===== src/rtl/arith_pkg.sv =====
// Shared arithmetic helpers for the pipelined add/subtract datapath.
// Covers slice sizing, parameter legality and operation encoding.
package arith_pkg;

    localparam logic OP_ADD = 1'b0;
    localparam logic OP_SUB = 1'b1;

    function automatic int slice_w(input int n, input int stages);
        return n / stages;
    endfunction

    function automatic bit params_ok(input int n, input int stages);
        return (stages >= 1) && ((n % stages) == 0);
    endfunction

endpackage


===== src/rtl/addsub_slice.sv =====
// Combinational W-bit adder slice with carry in and carry out.
// Each pipeline stage uses one slice to resolve its W result bits.
module addsub_slice #(
    parameter int W = 8
) (
    input  logic [W-1:0] a_i,
    input  logic [W-1:0] b_i,
    input  logic         c_i,
    output logic [W-1:0] s_o,
    output logic         c_o
);

    assign {c_o, s_o} = {1'b0, a_i} + {1'b0, b_i} + {{W{1'b0}}, c_i};

endmodule


===== src/rtl/pipelined_nbit_addsub.sv =====
// N-bit add/subtract with a STAGES-deep carry pipeline and valid/ready handshakes.
// Each stage resolves one slice and forwards its carry, the results so far, and the operand bits not yet used.
module pipelined_nbit_addsub
    import arith_pkg::*;
#(
    parameter int N      = 32,
    parameter int STAGES = 4
) (
    input  logic         clk,
    input  logic         rst_n,
    input  logic         in_valid,
    output logic         in_ready,
    input  logic [N-1:0] a,
    input  logic [N-1:0] b,
    input  logic         c_in,
    input  logic         sub,
    output logic         out_valid,
    input  logic         out_ready,
    output logic [N-1:0] sum,
    output logic         c_out,
    output logic         ovf
);

    localparam int W = slice_w(N, STAGES);

    if (!params_ok(N, STAGES)) begin : g_bad_params
        $error("pipelined_nbit_addsub: N must be a multiple of STAGES and STAGES >= 1");
    end

    logic [N-1:0] bPrime;
    logic         cinPrime;

    // Subtraction is a + ~b + ~c_in, so a set borrow-in clears the adder carry.
    assign bPrime   = (sub == OP_SUB) ? ~b : b;
    assign cinPrime = (sub == OP_ADD) ? c_in : ~c_in;

    logic [STAGES-1:0] vld;
    logic [STAGES-1:0] ld;
    logic [STAGES-1:0] cryVec;
    logic [STAGES-1:0] sgnAVec;
    logic [STAGES-1:0] sgnBVec;
    logic [N-1:0]      resVec   [STAGES];
    logic [N-1:0]      skewAVec [STAGES];
    logic [N-1:0]      skewBVec [STAGES];

    // Ready chain: a stage may load if it is empty or if everything below it advances.
    // Empty stages therefore fill even while the output is stalled.
    always_comb begin
        logic take;
        take = out_ready;
        ld   = '0;
        for (int k = STAGES - 1; k >= 0; k--) begin
            ld[k] = !vld[k] || take;
            take  = ld[k];
        end
    end

    assign in_ready = ld[0];

    for (genvar k = 0; k < STAGES; k++) begin : g_stage
        localparam int SKEW = N - (k + 1) * W;

        logic                   vld_q;
        logic [(k+1)*W-1:0]     res_q;
        logic [(k+1)*W-1:0]     res_d;
        logic                   cry_q;
        logic                   sgnA_q;
        logic                   sgnB_q;
        logic                   vIn;
        logic                   cIn;
        logic                   sAIn;
        logic                   sBIn;
        logic [W-1:0]           opA;
        logic [W-1:0]           opB;
        logic [W-1:0]           sliceSum;
        logic                   sliceCout;

        if (k == 0) begin : g_src
            assign vIn   = in_valid;
            assign opA   = a[W-1:0];
            assign opB   = bPrime[W-1:0];
            assign cIn   = cinPrime;
            assign sAIn  = a[N-1];
            assign sBIn  = bPrime[N-1];
            assign res_d = sliceSum;
        end else begin : g_src
            assign vIn   = vld[k-1];
            assign opA   = skewAVec[k-1][W-1:0];
            assign opB   = skewBVec[k-1][W-1:0];
            assign cIn   = cryVec[k-1];
            assign sAIn  = sgnAVec[k-1];
            assign sBIn  = sgnBVec[k-1];
            assign res_d = {sliceSum, resVec[k-1][k*W-1:0]};
        end

        addsub_slice #(.W(W)) u_slice (
            .a_i (opA),
            .b_i (opB),
            .c_i (cIn),
            .s_o (sliceSum),
            .c_o (sliceCout)
        );

        // Data only moves with a real beat, so an idle output keeps its last result.
        always_ff @(posedge clk or negedge rst_n) begin
            if (!rst_n) begin
                vld_q  <= 1'b0;
                res_q  <= '0;
                cry_q  <= 1'b0;
                sgnA_q <= 1'b0;
                sgnB_q <= 1'b0;
            end else if (ld[k]) begin
                vld_q <= vIn;
                if (vIn) begin
                    res_q  <= res_d;
                    cry_q  <= sliceCout;
                    sgnA_q <= sAIn;
                    sgnB_q <= sBIn;
                end
            end
        end

        if (SKEW > 0) begin : g_skew
            logic [SKEW-1:0] skewA_q;
            logic [SKEW-1:0] skewB_q;
            logic [SKEW-1:0] skewA_d;
            logic [SKEW-1:0] skewB_d;

            if (k == 0) begin : g_ld
                assign skewA_d = a[N-1:W];
                assign skewB_d = bPrime[N-1:W];
            end else begin : g_ld
                assign skewA_d = skewAVec[k-1][SKEW+W-1:W];
                assign skewB_d = skewBVec[k-1][SKEW+W-1:W];
            end

            always_ff @(posedge clk or negedge rst_n) begin
                if (!rst_n) begin
                    skewA_q <= '0;
                    skewB_q <= '0;
                end else if (ld[k] && vIn) begin
                    skewA_q <= skewA_d;
                    skewB_q <= skewB_d;
                end
            end

            assign skewAVec[k] = N'(skewA_q);
            assign skewBVec[k] = N'(skewB_q);
        end else begin : g_noskew
            assign skewAVec[k] = '0;
            assign skewBVec[k] = '0;
        end

        assign vld[k]     = vld_q;
        assign resVec[k]  = N'(res_q);
        assign cryVec[k]  = cry_q;
        assign sgnAVec[k] = sgnA_q;
        assign sgnBVec[k] = sgnB_q;
    end

    assign out_valid = vld[STAGES-1];
    assign sum       = resVec[STAGES-1];
    assign c_out     = cryVec[STAGES-1];
    assign ovf       = (sgnAVec[STAGES-1] == sgnBVec[STAGES-1]) && (sum[N-1] != sgnAVec[STAGES-1]);

endmodule


===== config.mk =====
export PLATFORM = sky130hd
export DESIGN_NAME = pipelined_nbit_addsub
export DESIGN_NICKNAME = d
export VERILOG_FILES = /design/src/rtl/arith_pkg.sv /design/src/rtl/addsub_slice.sv /design/src/rtl/pipelined_nbit_addsub.sv
export SDC_FILE = /design/constraint.sdc
export NUM_CORES = 1
export LEC_CHECK = 0
export CORE_AREA = 5 5 144 146
export DETAILED_ROUTE_END_ITERATION = 7
export DIE_AREA = 0 0 149 151
export GPL_TIMING_DRIVEN = 0
export MAX_ROUTING_LAYER = met4
export PLACE_DENSITY_LB_ADDON = 0.08
export SYNTH_ARGS = -nofsm -noshare
export SYNTH_HDL_FRONTEND = slang
export SYNTH_HIERARCHICAL = 1
export SYNTH_SLANG_ARGS = --single-unit

===== constraint.sdc =====
create_clock -name clk -period 2.5 [get_ports clk]
set_clock_uncertainty 0.15 [all_clocks]
set_input_delay 0.75 -clock clk [delete_from_list [all_inputs] [get_ports clk]]
set_output_delay 0.75 -clock clk [all_outputs]
set_load 0.02 [all_outputs]

==> metrics.txt <==
slowest stage cell, crit path=clkdlybuf4s50_1; fin nets=approximately 840; Sw Ratio=31.4%; via count=roughly 5.1k; register area share after synthesis=53.7%; register area=~4700 um2; clock share of power=23.1%; # fillers=about 1.6k; vias per cell=5.02; Tot Pwr=between 10 and 15 mW; Starting Density=between 40 and 50%; CTS tree=yes; crit path to=g_stage[0].res_q[5]; CP required=2670 ps; HPWL Detailed=roughly 12 mm; CTS Buffer Depth=2; Synth Warn #=6; clk sinks=186; Pre-Repair DR Iteration Count=4; H-Tree Depth=4; initial antenna violation count=1; number of synthesized register bits=186; Post-Syn Area per Cell=14.4 um2; final hold vios=0; Power Density=1120 nW/um2; Routed Antenna Nets=0; RSZ-0062 raised after global routing=true; Max Cap Viol=0; DRC Markers=0; global route overflow=0; # setup viols final=0; Die Width=149 um; synthesized net count=710; Post-Route WL=approximately 17 mm; CP arrival=2620 ps; P_leak=4.67 nW; number of global-route vias before repair=5324; Hold Crit Class=in -> async; reg2reg path depth=6; Period Utilization, post-route=between 90% and 100%; io pins=roughly 110; Max Slew Vio Count=0; terminus of the critical flop-to-flop path=g_stage[1].cry_q; CP startpoint kind=input port; CTS Hold Bufs=0; clk_lat worst skew=430 ps; cell area after synthesis=8670 um2; cell row count=51; Top cell by count, worst path=a311o_1; r2r setup slk=150 ps; area of the multi-input gates=3890 um2; Max Freq=408 MHz; Tmin final=2450 ps; post-synth cell types=37; die area=between 20000 and 25000 um2; fraction of final layout cells sized beyond drive strength 1=35.6%; maximum vdd drop=0.569 mV; total CTS buffers=17; initial DRC count=133; NetSw=3.80 mW; Internal=8.30 mW; largest net degree at the start of global routing=109; critical path cell sequence=clkdlybuf4s50_1 -> xor2_1 -> ha_1 -> inv_2 -> a311o_1 -> a311o_1 -> mux2_4; chip height=151 um; headroom to the max-slew limit=59.4%; core footprint=19300 um2; GRT Util Overall=between 10% and 20%; Placed Cells incl. Taps=between 900 and 1k; top-area cell type share of the netlist area=a little over half; kind of critical path=in -> reg; crit path max fanout=4; port bufs=104; measured slew at the worst slew-check pin=609 ps; Syn Inst Count=604; Reg clk slew, reported paths=70 ps; Layout area overhead=24.6%; routability congestion estimate=~0.80; mean routed wirelength per cell=approximately 17 um; largest area contributor in the netlist=dfrtp_1; CP max stage delay=410 ps; Critical Path Source=b[5]; Setup crit end kind=register; Clock Tree Root=clkbuf_16; first-pass GRT wire length=27.4 mm; Final Instance Count excl. Fillers=1010; Reg2Reg Launch Point=g_stage[0].g_skew.skewA_q[0]; synth top area cells=dfrtp_1, mux2_2, mux2_4, xor2_1, ha_1; Seq pwr share=39.5%; logic gate share of total power=37.3%; outcome=finished clean
-- critical path, delay by kind of cell --
| kind | cells | cell delay, ps |
|---|---|---|
| buf+inv | 2 | 480 |
| mux | 1 | 250 |
| compound gates | 2 | 630 |
| fa+ha+maj | 1 | 360 |
| xor+xnor | 1 | 140 |
-- stage by stage --
stage	TNS [ps]	instance area (um2)	utilization [%]	hold WS, ps	worst slack [ps]
after CTS	-190	10700	55.7	164	-190
after global routing	-37.8	10800	56.0	201	-36.0
final	0	10800	56.0	136	49.3
after detailed placement	-22500	10100	52.6	337	-636
after floorplan	-1320	8730	-	304	-322
after global placement	-1323720	10100	52.4	332	-7040
-- layout by cell type, fill, tap and decap left out, types with 6 or more instances in the layout --
cell,netlist,layout
nor2b_1,6,6
buf_4,2,7
nand2_1,16,15
nor3_1,6,6
dfrtp_1,186,186
buf_2,15,14
a21o_1,8,8
a21oi_1,18,13
xor2_1,41,39
a311o_1,8,8
nand3_1,8,7
nand2b_1,7,7
a21oi_2,2,7
clkbuf_16,0,18
clkdlybuf4s50_1,0,97
mux2_4,30,31
inv_1,8,8
ha_1,28,27
xnor2_1,8,8
mux2_2,152,151
-- layer usage --
metal  vias up  GRT usage, %  share of wire (%)
met4         0          4.99                1.6
met2        92          25.1                 48
li1       2409             -                  -
met1      2557          21.0                 46
met5         -             -                  0
met3        16          3.92                3.8
-- power by group through the flow --
stage / logic, mW / clock network [mW] / registers (mW)
after detailed placement: 4.54 / 0 / 4.86
after global placement: 4.40 / 0 / 4.82
final: 4.52 / 2.80 / 4.78
after CTS: 4.55 / 2.87 / 4.80
after floorplan: 2.90 / 0 / 4.98
after global routing: 4.99 / 2.99 / 4.94
-- Yosys cell counts --
library cell,n
inv_1,8
nor2_1,5
dfrtp_1,186
and4b_1,1
mux2_4,30
nor2b_1,6
xnor2_1,8
ha_1,28
mux2_2,152
a311o_1,8
o221a_2,2
mux2i_1,2
nand4b_1,1
a21o_1,8
nand4_1,2
buf_4,2
a21oi_1,18
a2111oi_0,2
a21oi_2,2
clkbuf_1,1
nand3b_1,3
a21boi_2,1
a221oi_1,2
inv_2,4
o21ai_0,5
o211ai_1,2
nand3_1,8
o21a_1,2
buf_6,4
nand2_1,16
nand2b_1,7
nor4_1,4
nor3_1,6
xor2_1,41
fa_1,8
o21bai_1,4
buf_2,15
-- state kept, by name (all words and copies together) (netlist names), 3 cells and up --
signal	cells
g_stage.res_q	48
g_stage.g_skew.skewA_q	45
g_stage.g_skew.skewB_q	45
sum	32
g_stage.sgnA_q	4
g_stage.sgnB_q	4
g_stage.cry_q	3
g_stage.vld_q	3
-- timing repair --
item | in CTS | in global routing
setup endpoints to repair | 5 | 9
resized for setup | 9 | 13
setup buffers | 2 | 2
pin swaps | 6 | 5
-- cells by family after synthesis --
family | share of synthesized area (%)
DFF | 53.7
muxes | 25.2
and+or+nand+nor | 3.56
AOI/OAI and AO/OA | 4.63
xor gates and xnor gates | 4.95
adders and majority gates | 5.89
buffers and inverters | 2.12
-- area by class of cell --
type                    instances  area share (%)
clock buffers                  19            4.19
diodes                          1          0.0232
multi-input cells             384            36.0
clock inverters                13            1.53
plain buffers                  21            1.44
repair buffers                109            10.2
inverters                      12           0.417
flip-flops and latches        186            43.1
well taps                     265            3.07
-- worst min path at each step --
stage / start / to / cells after the start / slack (ps)
after detailed placement: g_stage[2].res_q[1] / sum[1] / 1 / 340
after global routing: rst_n / g_stage[2].g_skew.skewB_q[1] / 1 / 200
after global placement: g_stage[0].g_skew.skewA_q[16] / g_stage[1].g_skew.skewA_q[8] / 1 / 330
after CTS: rst_n / sum[27] / 1 / 160
final: rst_n / sum[27] / 1 / 140
after floorplan: rst_n / c_out / 0 / 300
Power figures use the tool's default switching activity.
==> RTL edit 1, RTL diff (same flow settings) <==
Put a register stage on the output `ovf`. The value now appears one clock later. The other outputs are not delayed to match.
--- a/src/rtl/pipelined_nbit_addsub.sv
+++ b/src/rtl/pipelined_nbit_addsub.sv
@@ -161,7 +161,9 @@
     assign out_valid = vld[STAGES-1];
     assign sum       = resVec[STAGES-1];
     assign c_out     = cryVec[STAGES-1];
-    assign ovf       = (sgnAVec[STAGES-1] == sgnBVec[STAGES-1]) && (sum[N-1] != sgnAVec[STAGES-1]);
+    always_ff @(posedge clk) begin
+        ovf <= (sgnAVec[STAGES-1] == sgnBVec[STAGES-1]) && (sum[N-1] != sgnAVec[STAGES-1]);
+    end
 
 endmodule
 
Formal check against the unedited RTL: not equivalent (Yosys sat finds a counterexample within 10 cycles, from zero or initial values and one cycle with rst_n low).
==> RTL edit 1 against the original RTL <==
The flow now finishes with violations (setup timing); worst setup slack worse by 51 ps; largest power group unchanged; sequential cell count is 1 higher; area after synthesis is 0.23% higher; total power is 0.81% lower; largest cell class unchanged; final area hardly changed; die area stayed put; synthesized cell count is 0.17% higher; critical endpoint unchanged; highest routed layer unchanged; wire length is 0.82% lower.
==> RTL edit 1: results <==
[outcome]
status = finished, violations left
failed_checks = setup timing

[synthesis]
synth_area_leaders = dfrtp_1, mux2_2, mux2_4
synth.net_count = 711
yosysSeqAreaShare_pct = 53.8
synth_cell_types = 38
synthArstFlopShare_pct = 99.5

[detailed_routing]
drt_first_iter_violations = 144
vias = 5046
routed_wl_microns = 16700

[cells_and_area]
nFillCells = 1616
fin_nets = 839
layout-drive-gt1-share_pct = 35.3

[global_routing]
grt_max_degree = 97
grt_pass1_vias = 5554
grt_util_all_layers_pct = 16.1
grt_pass1_wl_microns = 27700

[critical_path]
path_delay_family = buffers and inverters
r2r_cells = 7
r2r-start = g_stage[2].g_skew.skewA_q[0]
r2r-end = c_out
r2r_slack_ps = 110
arrival_ps = 2650

[clock_tree]
cts_root_buffer = clkbuf_16
post_cts.repair.setup_buffers = 3
post_cts_resized = 15

[pwr]
switching_share_pct = 31.4
comb_power_mw = 4.53
power_density_nw_per_um2 = 1110
p_leak_nw = 4.67
ir_drop_uv = 549

[placement]
dp_hpwl_microns = 12100
placed_cell_area_sq_um = 10200

[sta]
layout_setup_ws_ps = -1.59
slew-limit-headroom_pct = 53.7
setup_tns_ps = -1.59
setup_viol = 1
## RTL edit 1: how the worst max path moves through the flow
stage	from	end	slack, ps	cells past startpoint
final	b[5]	g_stage[0].res_q[5]	-2	8
after global routing	b[5]	g_stage[0].res_q[5]	-90	8
after CTS	b[0]	g_stage[0].cry_q	20	8
after detailed placement	b[0]	g_stage[0].cry_q	-620	8
after global placement	rst_n	g_stage[0].g_skew.skewB_q[6]	-6990	1
after floorplan	sub	g_stage[0].res_q[4]	-320	9
## RTL edit 1: metal layers
layer | routed length [microns] | global-route usage (%)
met2 | 8280 | 25.9
met4 | 135 | 4.21
met3 | 586 | 3.29
met1 | 7690 | 21.0
met5 | 0 | -
## RTL edit 1: final cells by class
| cell class | count | area [sq um] | area share, % |
|---|---|---|---|
| Antenna cell | 1 | 2.50 | 0.0232 |
| Buffer | 21 | 155 | 1.44 |
| Clock buffer | 19 | 453 | 4.20 |
| Clock inverter | 13 | 143 | 1.32 |
| Inverter | 12 | 45.0 | 0.417 |
| Multi-Input combinational cell | 384 | 3870 | 35.9 |
| Sequential cell | 187 | 4670 | 43.3 |
| Tap cell | 265 | 332 | 3.07 |
| Timing Repair Buffer | 110 | 1110 | 10.3 |
## RTL edit 1: stage by stage
step                hold slack [ps]  power [mW]  std cells  setup slack [ps]
floorplan                       304        7.90        605              -322
global placement                333        9.23        974             -6990
detailed placement              340        9.39        975              -622
CTS                             210        12.1       1009              15.0
global route                    235        12.8       1012             -88.0
finish                          186        12.0       1012             -1.59
## RTL edit 1: kinds of logic after synthesis
kind of cell    after synthesis  share of synthesized area (%)
flops                       187                           53.8
mux                         184                           25.1
simple gates                 59                           3.56
compound gates               56                           4.62
xor+xnor                     49                           4.94
fa+ha+maj                    36                           5.87
buf+inv                      34                           2.12
==> RTL edit 2, RTL diff (same flow settings) <==
Made on the original files. Reset style: synchronous (`rst_n`), changed in 2 clocked blocks.
--- a/src/rtl/pipelined_nbit_addsub.sv
+++ b/src/rtl/pipelined_nbit_addsub.sv
@@ -102,7 +102,7 @@
         );
 
         // Data only moves with a real beat, so an idle output keeps its last result.
-        always_ff @(posedge clk or negedge rst_n) begin
+        always_ff @(posedge clk) begin
             if (!rst_n) begin
                 vld_q  <= 1'b0;
                 res_q  <= '0;
@@ -134,7 +134,7 @@
                 assign skewB_d = skewBVec[k-1][SKEW+W-1:W];
             end
 
-            always_ff @(posedge clk or negedge rst_n) begin
+            always_ff @(posedge clk) begin
                 if (!rst_n) begin
                     skewA_q <= '0;
                     skewB_q <= '0;
Check against the original RTL: differs if rst_n is asserted again (counterexample within 10 cycles, from zero or initial values and one cycle with rst_n low); with rst_n held inactive, the same outputs for 10 cycles.
==> RTL edit 2 against the original RTL <==
Sequential cell count did not move; global-route usage rose by 3.8 points; synthesized cell count rose by 72%; worst setup slack improved by 40 ps; sequential share of layout area fell by 8.5 points; wire length rose by 28%; area after synthesis rose by 1.1%; die area did not move; final area fell by 0.37%.
Power is not compared: it rests on default switching activity, and its combinational part moved more than twofold at a synthesized area within 25%.
==> RTL edit 2: results <==
[outcome]
status = finished, final reports clean

[critical_path]
slowest_delay_ps = 270
crit_slowest_cell = and4b_1
arrival_ps = 1510
cp_max_fo = 6

[sta]
slew-limit-headroom_pct = 59.3

[synthesis]
yosys-top-cells-count = dfxtp_1, a21oi_1, nand3_1
synth_cell_types = 46
synthCells = 1040
synthArstFlopShare_pct = 0
synthFlopType = dfxtp_1
muxShareOfSynthArea_pct = 6.62
synth_xor_area_share_pct = 5.09
synthAdderAreaFrac_pct = 5.82
synth_compound_area_share_pct = 19.1

[detailed_routing]
drt-pass1-iter-count = 5
routed_wl_microns = 21600
wire_per_inst_microns = 15.0

[placement]
placedCellCount = 1408
place_congestion = 0.848
post-place-ws_ps = -1030
placed_cell_area_sq_um = 10200
dp_hpwl_microns = 16500
port_buffers = 103

[global_routing]
antenna_found_initial = 0
grt_max_degree = 20
grt_util_all_layers_pct = 19.9

[worst_hold_path]
hp-class = reg2reg

[cells_and_area]
fin_nets = 1268
layout-drive-gt1-share_pct = 6.30
==> RTL edit 2: cell types whose count changed after synthesis, sizes merged, moves of 123 or more <==
cell,before,now
dfrtp,186,0
dfxtp,0,186
mux2,182,0
a21oi,20,148
o21ai,5,132
nand3,8,131
==> RTL edit 2: area by class of cell <==
| class | instances | area [sq um] |
|---|---|---|
| fillers | 1894 | 8510 |
| multi-input cells | 745 | 4600 |
| plain buffers | 87 | 412 |
| flip-flops and latches | 186 | 3720 |
| inverters | 19 | 71.3 |
| well taps | 265 | 332 |
| repair buffers | 106 | 1050 |
| clock inverters | 15 | 144 |
| clock buffers | 17 | 425 |
==> RTL edit 2: per-layer routing <==
metal  global-route usage, %  routed length, microns  share of wire [%]  vias up
met5                       -                       0                  0        -
met4                    4.30                     231                1.1        0
met3                    3.05                     802                3.7       20
met2                    31.5                    9790                 45      144
met1                    27.2                   10800                 50     3457
li1                        -                       -                  -     3891
==> RTL edit 2: worst paths after layout <==
path	from	end	slack (ps)	cells past startpoint
max reg2reg	g_stage[1].g_skew.skewA_q[0]	g_stage[2].res_q[22]	150	8
min	g_stage[0].g_skew.skewA_q[14]	g_stage[0].g_skew.skewA_q[14]	310	2
min reg2reg	g_stage[0].g_skew.skewA_q[14]	g_stage[0].g_skew.skewA_q[14]	310	2
max	out_ready	in_ready	90	5
==> RTL edit 2: power by group through the flow <==
stage | registers [mW] | clock network (mW) | logic, mW
after detailed placement | 3.21 | 0 | 0.765
after floorplan | 3.19 | 0 | 0.514
final | 3.14 | 2.63 | 0.769
after global placement | 3.21 | 0 | 0.755
after CTS | 3.14 | 2.66 | 0.766
after global routing | 3.15 | 2.80 | 0.860
==> RTL edit 2: cell families after synthesis <==
kind of cell / count (synthesis)
xor gates and xnor gates: 51
adders and majority gates: 36
muxes: 58
and+or+nand+nor: 291
buffers and inverters: 109
DFF: 186
AOI/OAI and AO/OA: 309
==> RTL edit 2: tightest hold or removal path, cell delays in order (launching register included) <==
cell and delay, ps:
dfxtp_1 310, nand2_1 50, mux2i_1 50
==> RTL edit 2: timing repair <==
action	in CTS	in global routing
hold buffers	0	0
pin swaps	5	4
resized for setup	14	7
setup buffers	2	1
setup endpoints to repair	3	6
==> RTL edit 2: per-stage QoR <==
step | total power [mW] | setup TNS [ps]
floorplan | 3.70 | -499
global placement | 3.97 | -17470
detailed placement | 3.98 | -17410
CTS | 6.57 | 0
global route | 6.82 | -41.1
finish | 6.55 | 0
